[config.mk]
export PLATFORM = sky130hd
export DESIGN_NAME = tug_war_referee
export DESIGN_NICKNAME = d
export VERILOG_FILES = /design/src/rtl/tug_war_referee.sv
export SDC_FILE = /design/constraint.sdc
export NUM_CORES = 1
export LEC_CHECK = 0
export BUFFER_PORTS_ARGS = -buffer_cell sky130_fd_sc_hd__buf_4
export CAP_MARGIN = 20
export CORE_ASPECT_RATIO = 1.4
export CORE_MARGIN = 5
export CORE_UTILIZATION = 50
export DETAILED_ROUTE_END_ITERATION = 12
export GPL_TIMING_DRIVEN = 1
export PLACE_DENSITY = 0.79
export REMOVE_ABC_BUFFERS = 1
export SYNTH_ARGS = -nofsm -noshare
export SYNTH_HDL_FRONTEND = slang
export SYNTH_SLANG_ARGS = --single-unit
[constraint.sdc]
create_clock -name CLOCK -period 3 [get_ports CLOCK]
set_input_delay 0.9 -clock CLOCK [delete_from_list [all_inputs] [get_ports CLOCK]]
set_output_delay 0.9 -clock CLOCK [all_outputs]
set_load 0.01 [all_outputs]
[src/rtl/tug_war_referee.sv]
// Tug-of-war referee: arbitrates the two press pulses, moves the playfield light,
// scores rounds and sequences the match. Optional per-player lockout: TUG_LOCKOUT_EN.
module tug_war_referee #(
  parameter int N_LEDS         = 9,
  parameter int WIN_SCORE      = 7,
  parameter int HOLD_CYCLES    = 8,
  parameter int LOCKOUT_CYCLES = 4
) (
  input  logic              CLOCK,
  input  logic              Reset,
  input  logic              press_l,
  input  logic              press_r,
  output logic [N_LEDS-1:0] led,
  output logic [3:0]        score_l,
  output logic [3:0]        score_r,
  output logic              round_win_l,
  output logic              round_win_r,
  output logic              match_over,
  output logic              match_winner
);

  localparam int PW = $clog2(N_LEDS);
  localparam int HW = $clog2(HOLD_CYCLES + 1);
  localparam int C  = (N_LEDS - 1) / 2;

  localparam logic [PW-1:0]     POS_C      = PW'(C);
  localparam logic [PW-1:0]     POS_MAX    = PW'(N_LEDS - 1);
  localparam logic [PW-1:0]     POS_ONE    = PW'(1);
  localparam logic [HW-1:0]     HOLD_LOAD  = HW'(HOLD_CYCLES - 1);
  localparam logic [HW-1:0]     HOLD_ONE   = HW'(1);
  localparam logic [3:0]        WIN_V      = 4'(WIN_SCORE);
  localparam logic [N_LEDS-1:0] LED_ONE    = {{(N_LEDS-1){1'b0}}, 1'b1};
  localparam logic [N_LEDS-1:0] CENTER_LED = LED_ONE << C;
  localparam logic [N_LEDS-1:0] RIGHT_HALF = CENTER_LED - LED_ONE;
  localparam logic [N_LEDS-1:0] LEFT_HALF  = ~(RIGHT_HALF | CENTER_LED);

  typedef enum logic [1:0] {
    ST_PLAY       = 2'd0,
    ST_ROUND_WIN  = 2'd1,
    ST_MATCH_OVER = 2'd2
  } state_e;

  state_e              state_q;
  logic [PW-1:0]       pos_q;
  logic [N_LEDS-1:0]   led_q;
  logic [3:0]          score_l_q, score_r_q;
  logic                round_win_l_q, round_win_r_q;
  logic                match_over_q, match_winner_q;
  logic [HW-1:0]       hold_q;

  logic pl, pr, eff_l, eff_r, win_l, win_r, in_play;
  logic [3:0] score_l_d, score_r_d;

`ifdef TUG_LOCKOUT_EN
  localparam int LW = $clog2(LOCKOUT_CYCLES + 1);
  localparam logic [LW-1:0] LOCK_LOAD = LW'(LOCKOUT_CYCLES);
  localparam logic [LW-1:0] LOCK_ONE  = LW'(1);
  logic [LW-1:0] lock_l_q, lock_r_q;

  // A locked player's press is dropped before arbitration, so it cannot cancel the opponent.
  assign pl = press_l & (lock_l_q == '0);
  assign pr = press_r & (lock_r_q == '0);

  always_ff @(posedge CLOCK or posedge Reset) begin
    if (Reset) begin
      lock_l_q <= '0;
      lock_r_q <= '0;
    end else if (in_play && (win_l || win_r)) begin
      lock_l_q <= '0;
      lock_r_q <= '0;
    end else begin
      if (in_play && eff_l)       lock_l_q <= LOCK_LOAD;
      else if (lock_l_q != '0)    lock_l_q <= lock_l_q - LOCK_ONE;
      if (in_play && eff_r)       lock_r_q <= LOCK_LOAD;
      else if (lock_r_q != '0)    lock_r_q <= lock_r_q - LOCK_ONE;
    end
  end
`else
  assign pl = press_l;
  assign pr = press_r;
`endif

  assign eff_l     = pl & ~pr;
  assign eff_r     = pr & ~pl;
  assign in_play   = (state_q == ST_PLAY);
  assign win_l     = eff_l && (pos_q == POS_MAX);
  assign win_r     = eff_r && (pos_q == '0);
  assign score_l_d = score_l_q + 4'd1;
  assign score_r_d = score_r_q + 4'd1;

  always_ff @(posedge CLOCK or posedge Reset) begin
    if (Reset) begin
      state_q        <= ST_PLAY;
      pos_q          <= POS_C;
      led_q          <= CENTER_LED;
      score_l_q      <= '0;
      score_r_q      <= '0;
      round_win_l_q  <= 1'b0;
      round_win_r_q  <= 1'b0;
      match_over_q   <= 1'b0;
      match_winner_q <= 1'b0;
      hold_q         <= '0;
    end else begin
      case (state_q)
        ST_PLAY: begin
          if (win_l) begin
            score_l_q <= score_l_d;
            if (score_l_d == WIN_V) begin
              state_q        <= ST_MATCH_OVER;
              match_over_q   <= 1'b1;
              match_winner_q <= 1'b0;
              led_q          <= LEFT_HALF;
            end else begin
              state_q       <= ST_ROUND_WIN;
              round_win_l_q <= 1'b1;
              led_q         <= '0;
              hold_q        <= HOLD_LOAD;
            end
          end else if (win_r) begin
            score_r_q <= score_r_d;
            if (score_r_d == WIN_V) begin
              state_q        <= ST_MATCH_OVER;
              match_over_q   <= 1'b1;
              match_winner_q <= 1'b1;
              led_q          <= RIGHT_HALF;
            end else begin
              state_q       <= ST_ROUND_WIN;
              round_win_r_q <= 1'b1;
              led_q         <= '0;
              hold_q        <= HOLD_LOAD;
            end
          end else if (eff_l) begin
            pos_q <= pos_q + POS_ONE;
            led_q <= LED_ONE << (pos_q + POS_ONE);
          end else if (eff_r) begin
            pos_q <= pos_q - POS_ONE;
            led_q <= LED_ONE << (pos_q - POS_ONE);
          end
        end
        ST_ROUND_WIN: begin
          // Counter was loaded with HOLD_CYCLES-1, so this state lasts HOLD_CYCLES cycles.
          if (hold_q == '0) begin
            state_q       <= ST_PLAY;
            pos_q         <= POS_C;
            led_q         <= CENTER_LED;
            round_win_l_q <= 1'b0;
            round_win_r_q <= 1'b0;
          end else begin
            hold_q <= hold_q - HOLD_ONE;
          end
        end
        ST_MATCH_OVER: begin
          state_q <= ST_MATCH_OVER;
        end
        default: begin
          state_q       <= ST_PLAY;
          pos_q         <= POS_C;
          led_q         <= CENTER_LED;
          round_win_l_q <= 1'b0;
          round_win_r_q <= 1'b0;
          match_over_q  <= 1'b0;
        end
      endcase
    end
  end

  assign led          = led_q;
  assign score_l      = score_l_q;
  assign score_r      = score_r_q;
  assign round_win_l  = round_win_l_q;
  assign round_win_r  = round_win_r_q;
  assign match_over   = match_over_q;
  assign match_winner = match_winner_q;

endmodule

* After elaboration in Yosys (flattened, before gate mapping)
Index checks and enable logic that the tools add are counted.
** Storage, ports and cells
- Register bits :: 31
- Logic and storage cells :: 105
- Output and inout bits :: 21
** Operators by class
- Shift-type cells :: 2
- $add $sub $neg :: 5
- Multiplexer cells :: 41
- Eq/ne operators :: 21
- Bitwise logic cells :: 7
- Reductions and logical operators :: 19
** Operator list (number)
- two-way mux 9 bit :: 6
- two-way mux 4 bit :: 11
- one-hot mux 9 bit (3 select lines) :: 1
- << shifter 1 x 4 -> 9 bit, first input constant :: 2
- != test 2 bit, second input constant :: 8
- AND reduction 5 bit :: 3
- adder 4 x 1 -> 4 bit, second input constant :: 3
- two-way mux 1 bit :: 12
- != test 3 bit, second input constant :: 4
- one-hot mux 4 bit (3 select lines) :: 1
- AND reduction 4 bit :: 3
- two-way mux 2 bit :: 5
- == test 4 x 3 -> 1 bit, second input constant :: 2
- zero test 4 bit :: 2
- one-hot mux 4 bit (2 select lines) :: 1
- subtractor 4 x 1 -> 4 bit, second input constant :: 2
- != test 3 x 2 -> 1 bit, second input constant :: 2
- one-hot mux 1 bit (3 select lines) :: 2
- one-hot mux 2 bit (3 select lines) :: 1
- AND reduction 3 bit :: 2
- nonzero test 2 bit :: 3
- != test 5 bit, second input constant :: 1
- NOT 1 bit :: 5
- == test 4 bit, second input constant :: 1
- 9 further kinds :: 12

* Longest topological paths before layout
- Word-level depth :: 7
- Depth in mapped cells :: 9

* Worst setup path before layout
OpenSTA, ideal clock, no wires.
- Path type :: input to register
- From :: input press_r
- To :: register led_q[5], in the netlist led[5]
- Stages on the path :: 9
- Setup time :: 123 ps
- Required time :: 2877 ps
- Arrival time :: 2782 ps
- Slack :: 96 ps
- Cells stage by stage :: inv_1 > ha_1 > inv_1 > ha_1 > a21o_1 > a21oi_1 > xnor3_1 > and4_1 > o221a_2
** Between the ends
- Word-level cells in the longest chain between the ends :: 6
- Elaborated cells between the ends (all ways) :: 11
** Ends and longest elaborated chain
- from (decl) :: RTL line 12 : input logic press_r,
- NOT 1 bit :: RTL line 83 : assign eff_l = pl & ~pr;
- AND 1 bit :: RTL line 83
- two-way mux 9 bit :: RTL line 132 : end else if (eff_l) begin
- two-way mux 9 bit :: RTL line 119 : end else if (win_r) begin
- two-way mux 9 bit :: RTL line 106 : if (win_l) begin
- one-hot mux 9 bit (3 select lines) :: RTL line 104 : case (state_q)
- to (signal assigned) :: RTL line 134 : led_q <= LED_ONE << (pos_q + POS_ONE);
- to (signal assigned) :: RTL line 137 : led_q <= LED_ONE << (pos_q - POS_ONE);
- to (decl) :: RTL line 45 : logic [N_LEDS-1:0] led_q;
Parallel ways exist; a longest one is shown, timed or not.
A chain may end at the register's enable or synchronous reset.

* Worst setup path in the final report
- From :: input press_r
- To :: register led_q[7], in the netlist led[7]
The elaborated chain is that of the path after synthesis.

==> flow_summary.toml <==
[outcome]
outcome = "completed"

[job]
cap_violations = 0

[clocking]
ctsResizeCount = 0
cts_buffer_depth = 2
cts_tree = "done"
clk_latency_ns = 0.28
holdBufCountCts = 0
cts_setup_buffers = 0
cts_buffers = 5
htree_levels = 2
clk_pin_slew_ns = 0.06
root_buffer = "clkbuf_8"
cts.sinks = 31

[placement]
dp_cells = 268
pre_cts_ws_ns = 0.1216
port_buffers = 24
hpwl_um = 3089
place_area_mm2 = 0.002198
gp_congestion = 0.8262

[sta]
finalCritPeriodShare_pct = 86.81
setup_violations = 0
hold_slack_ns = 0.4754
relSlewSlack_pct = 50.22
tns_ns = 0
period_minus_slack_ns = 2.604
setup_ws_ns = 0.3957
rsz0062_at_grt = "false"
fmax_mhz = 384.0
finClkSkew_ns = 0.004520
maxSlewViolCount = 0
tightest_slew_ns = 0.7398
final-hold-violation-count = 0

[detailed_routing]
post_drt_via_cell_ratio = 5.714
dr.pass1.iters = 4
route.met2.wl_um = 2086
routedLengthMet1_um = 1681
ant_nets = 0
vias = 1577
top_layer = "met4"
met3WireLength_um = 149
drc = 0
wl_um = 4071
wire_per_inst_um = 14.75
drt_iter0_drc = 67

[layout]
area_growth_pct = 18.20
final_cells = 276
antennaDiodeCount = 0
fin_nets = 253
final_util_pct = 60.14
n_fill_cell = 338
stdcell_area_mm2 = 0.002316
drive_gt1_share_pct = 23.18

[setup_path]
worstPathArrival_ns = 2.77
crit_path_max_fanout = 5
criticalPathCategory = "in -> reg"
required_ns = 3.17
endpoint_kind = "flop"
ff2ff_path_depth = 7
reg2reg_from = "hold_q[0]"
r2r_slack_ns = 0.65
crit_path_start_kind = "primary input"
rr_endpoint = "pos_q[3]"

[power]
max-vdd-ir-drop_uv = 502.8
p_switching_mw = 0.2225
swShare_pct = 23.33
intPower_mw = 0.7314
p_leak_nw = 1.103
power_mw = 0.9539
pwr-share-seq_pct = 44.9
powerDensity_mw_per_mm2 = 411.9
p_clk_share_pct = 44.7
combPwrFrac_pct = 10.4

[global_route]
grt_use_total_pct = 16.75
grt_pass1_wl_um = 7210
grt_pass1_vias = 1616
overflow = 0
grt_max_degree = 18
antenna_found_initial = 0

[yosys]
synth-warning-count = 0
synth_common_cells = "dfrtp_1, inv_1, ha_1, nor2_1, nand2_1"
synth_cell_type_count = 55
yosys_most_used_dff = "dfrtp_1"
async_flop_share_pct = 100.0
ys_ff_latch = 31
syn-cell-area_mm2 = 0.001959
ys_seq_area_share_pct = 39.72
avgSynthCellArea_um2 = 9.748
netlist.area_leader.share_pct = 37.04
synth-edff-count = 0
synth.area.top_cells = "dfrtp_1, ha_1, inv_1"
synth_top_cell_by_area = "dfrtp_1"
syn_inst = 201
synth.most_common_cell = "dfrtp_1"

[hold_path]
hp-class = "reg -> reg"
min_path_cells = 2
holdCritStartpoint = "pos_q[2]"
whs_endpoint = "pos_q[2]"

[die]
num_rows = 27
start_util_pct = 50.88
die_w_um = 62.91
die_height_um = 84.07
core_mm2 = 0.003851
die_area_mm2 = 0.005288
io_pins = 25
[how the worst max path moves through the flow]
stage	startpoint	end	slack (ns)
floorplan	press_r	led[5]	0.1
global placement	press_r	led[5]	0.17
detailed placement	press_r	led[5]	0.12
CTS	press_r	led[7]	0.41
global route	press_r	led[1]	0.23
finish	press_r	led[7]	0.40
[worst max-delay path: stages]
cell     delay [ns]
buf_4          0.11
inv_1          0.04
ha_1           0.15
inv_1          0.06
ha_1           0.29
a21o_1         0.18
a21oi_1        0.24
xnor3_1        0.33
and4_1         0.24
o221a_2        0.23
[power by group through the flow]
stage	Combinational (mW)	Sequential [mW]	Clock, mW
after detailed placement	0.0984	0.436	0
after global placement	0.0972	0.435	0
after floorplan	0.0697	0.434	0
final	0.0992	0.428	0.427
after CTS	0.100	0.428	0.431
after global routing	0.113	0.428	0.456
[cells by family (layout without fill, tap and decap cells)]
| family | count (synthesis) | after routing | share of synthesized area [%] |
|---|---|---|---|
| AND/OR/NAND/NOR | 64 | 64 | 17.43 |
| flip-flops | 31 | 31 | 39.72 |
| adder cells (fa/ha/maj) | 17 | 17 | 11.24 |
| XOR/XNOR | 10 | 10 | 5.173 |
| AO/OA/AOI/OAI | 49 | 49 | 19.29 |
| multiplexers | 1 | 1 | 0.5109 |
| buffers and inverters | 29 | 61 | 6.641 |
[state kept, by name, summed over array words and instances (netlist names)]
register / cells
match_winner: 1
round_win_l: 1
round_win_r: 1
pos_q: 4
score_r: 4
led: 9
hold_q: 4
score_l: 4
state_q: 2
match_over: 1
[cells in the final DEF (no fill, tap or decap), types with 2 or more instances in the layout]
cell / instances
dfstp_2: 2
or3_1: 2
a21o_1: 2
nand2b_1: 2
and3b_1: 2
ha_1: 16
dfrtp_1: 29
o41ai_1: 2
nor2_1: 16
or2_2: 2
xor2_1: 3
inv_1: 22
and4_1: 3
clkbuf_8: 6
a31oi_1: 6
xnor2_1: 6
nand4_1: 3
nand2_1: 15
a21boi_0: 2
a21oi_1: 7
o21ai_0: 6
o221a_2: 5
nand3_1: 9
buf_4: 31
o22ai_1: 4
[metal layers]
metal / GRT usage (%) / up-vias
li1: - / 784
met1: 18.58 / 746
met4: 9.266 / 0
met3: 4.447 / 14
met5: 0 / -
met2: 28.38 / 33
[area by class of cell]
| cell class | instances | area, µm² | share of cell area, % |
|---|---|---|---|
| multi-input cells | 141 | 1051 | 45.38 |
| well taps | 43 | 53.80 | 2.323 |
| clock inverters | 2 | 35.03 | 1.513 |
| clock buffers | 6 | 82.58 | 3.566 |
| repair buffers | 31 | 232.7 | 10.05 |
| flip-flops and latches | 31 | 778.2 | 33.60 |
| inverters | 22 | 82.58 | 3.566 |
Note: power is estimated with default switching activity, not from simulation.
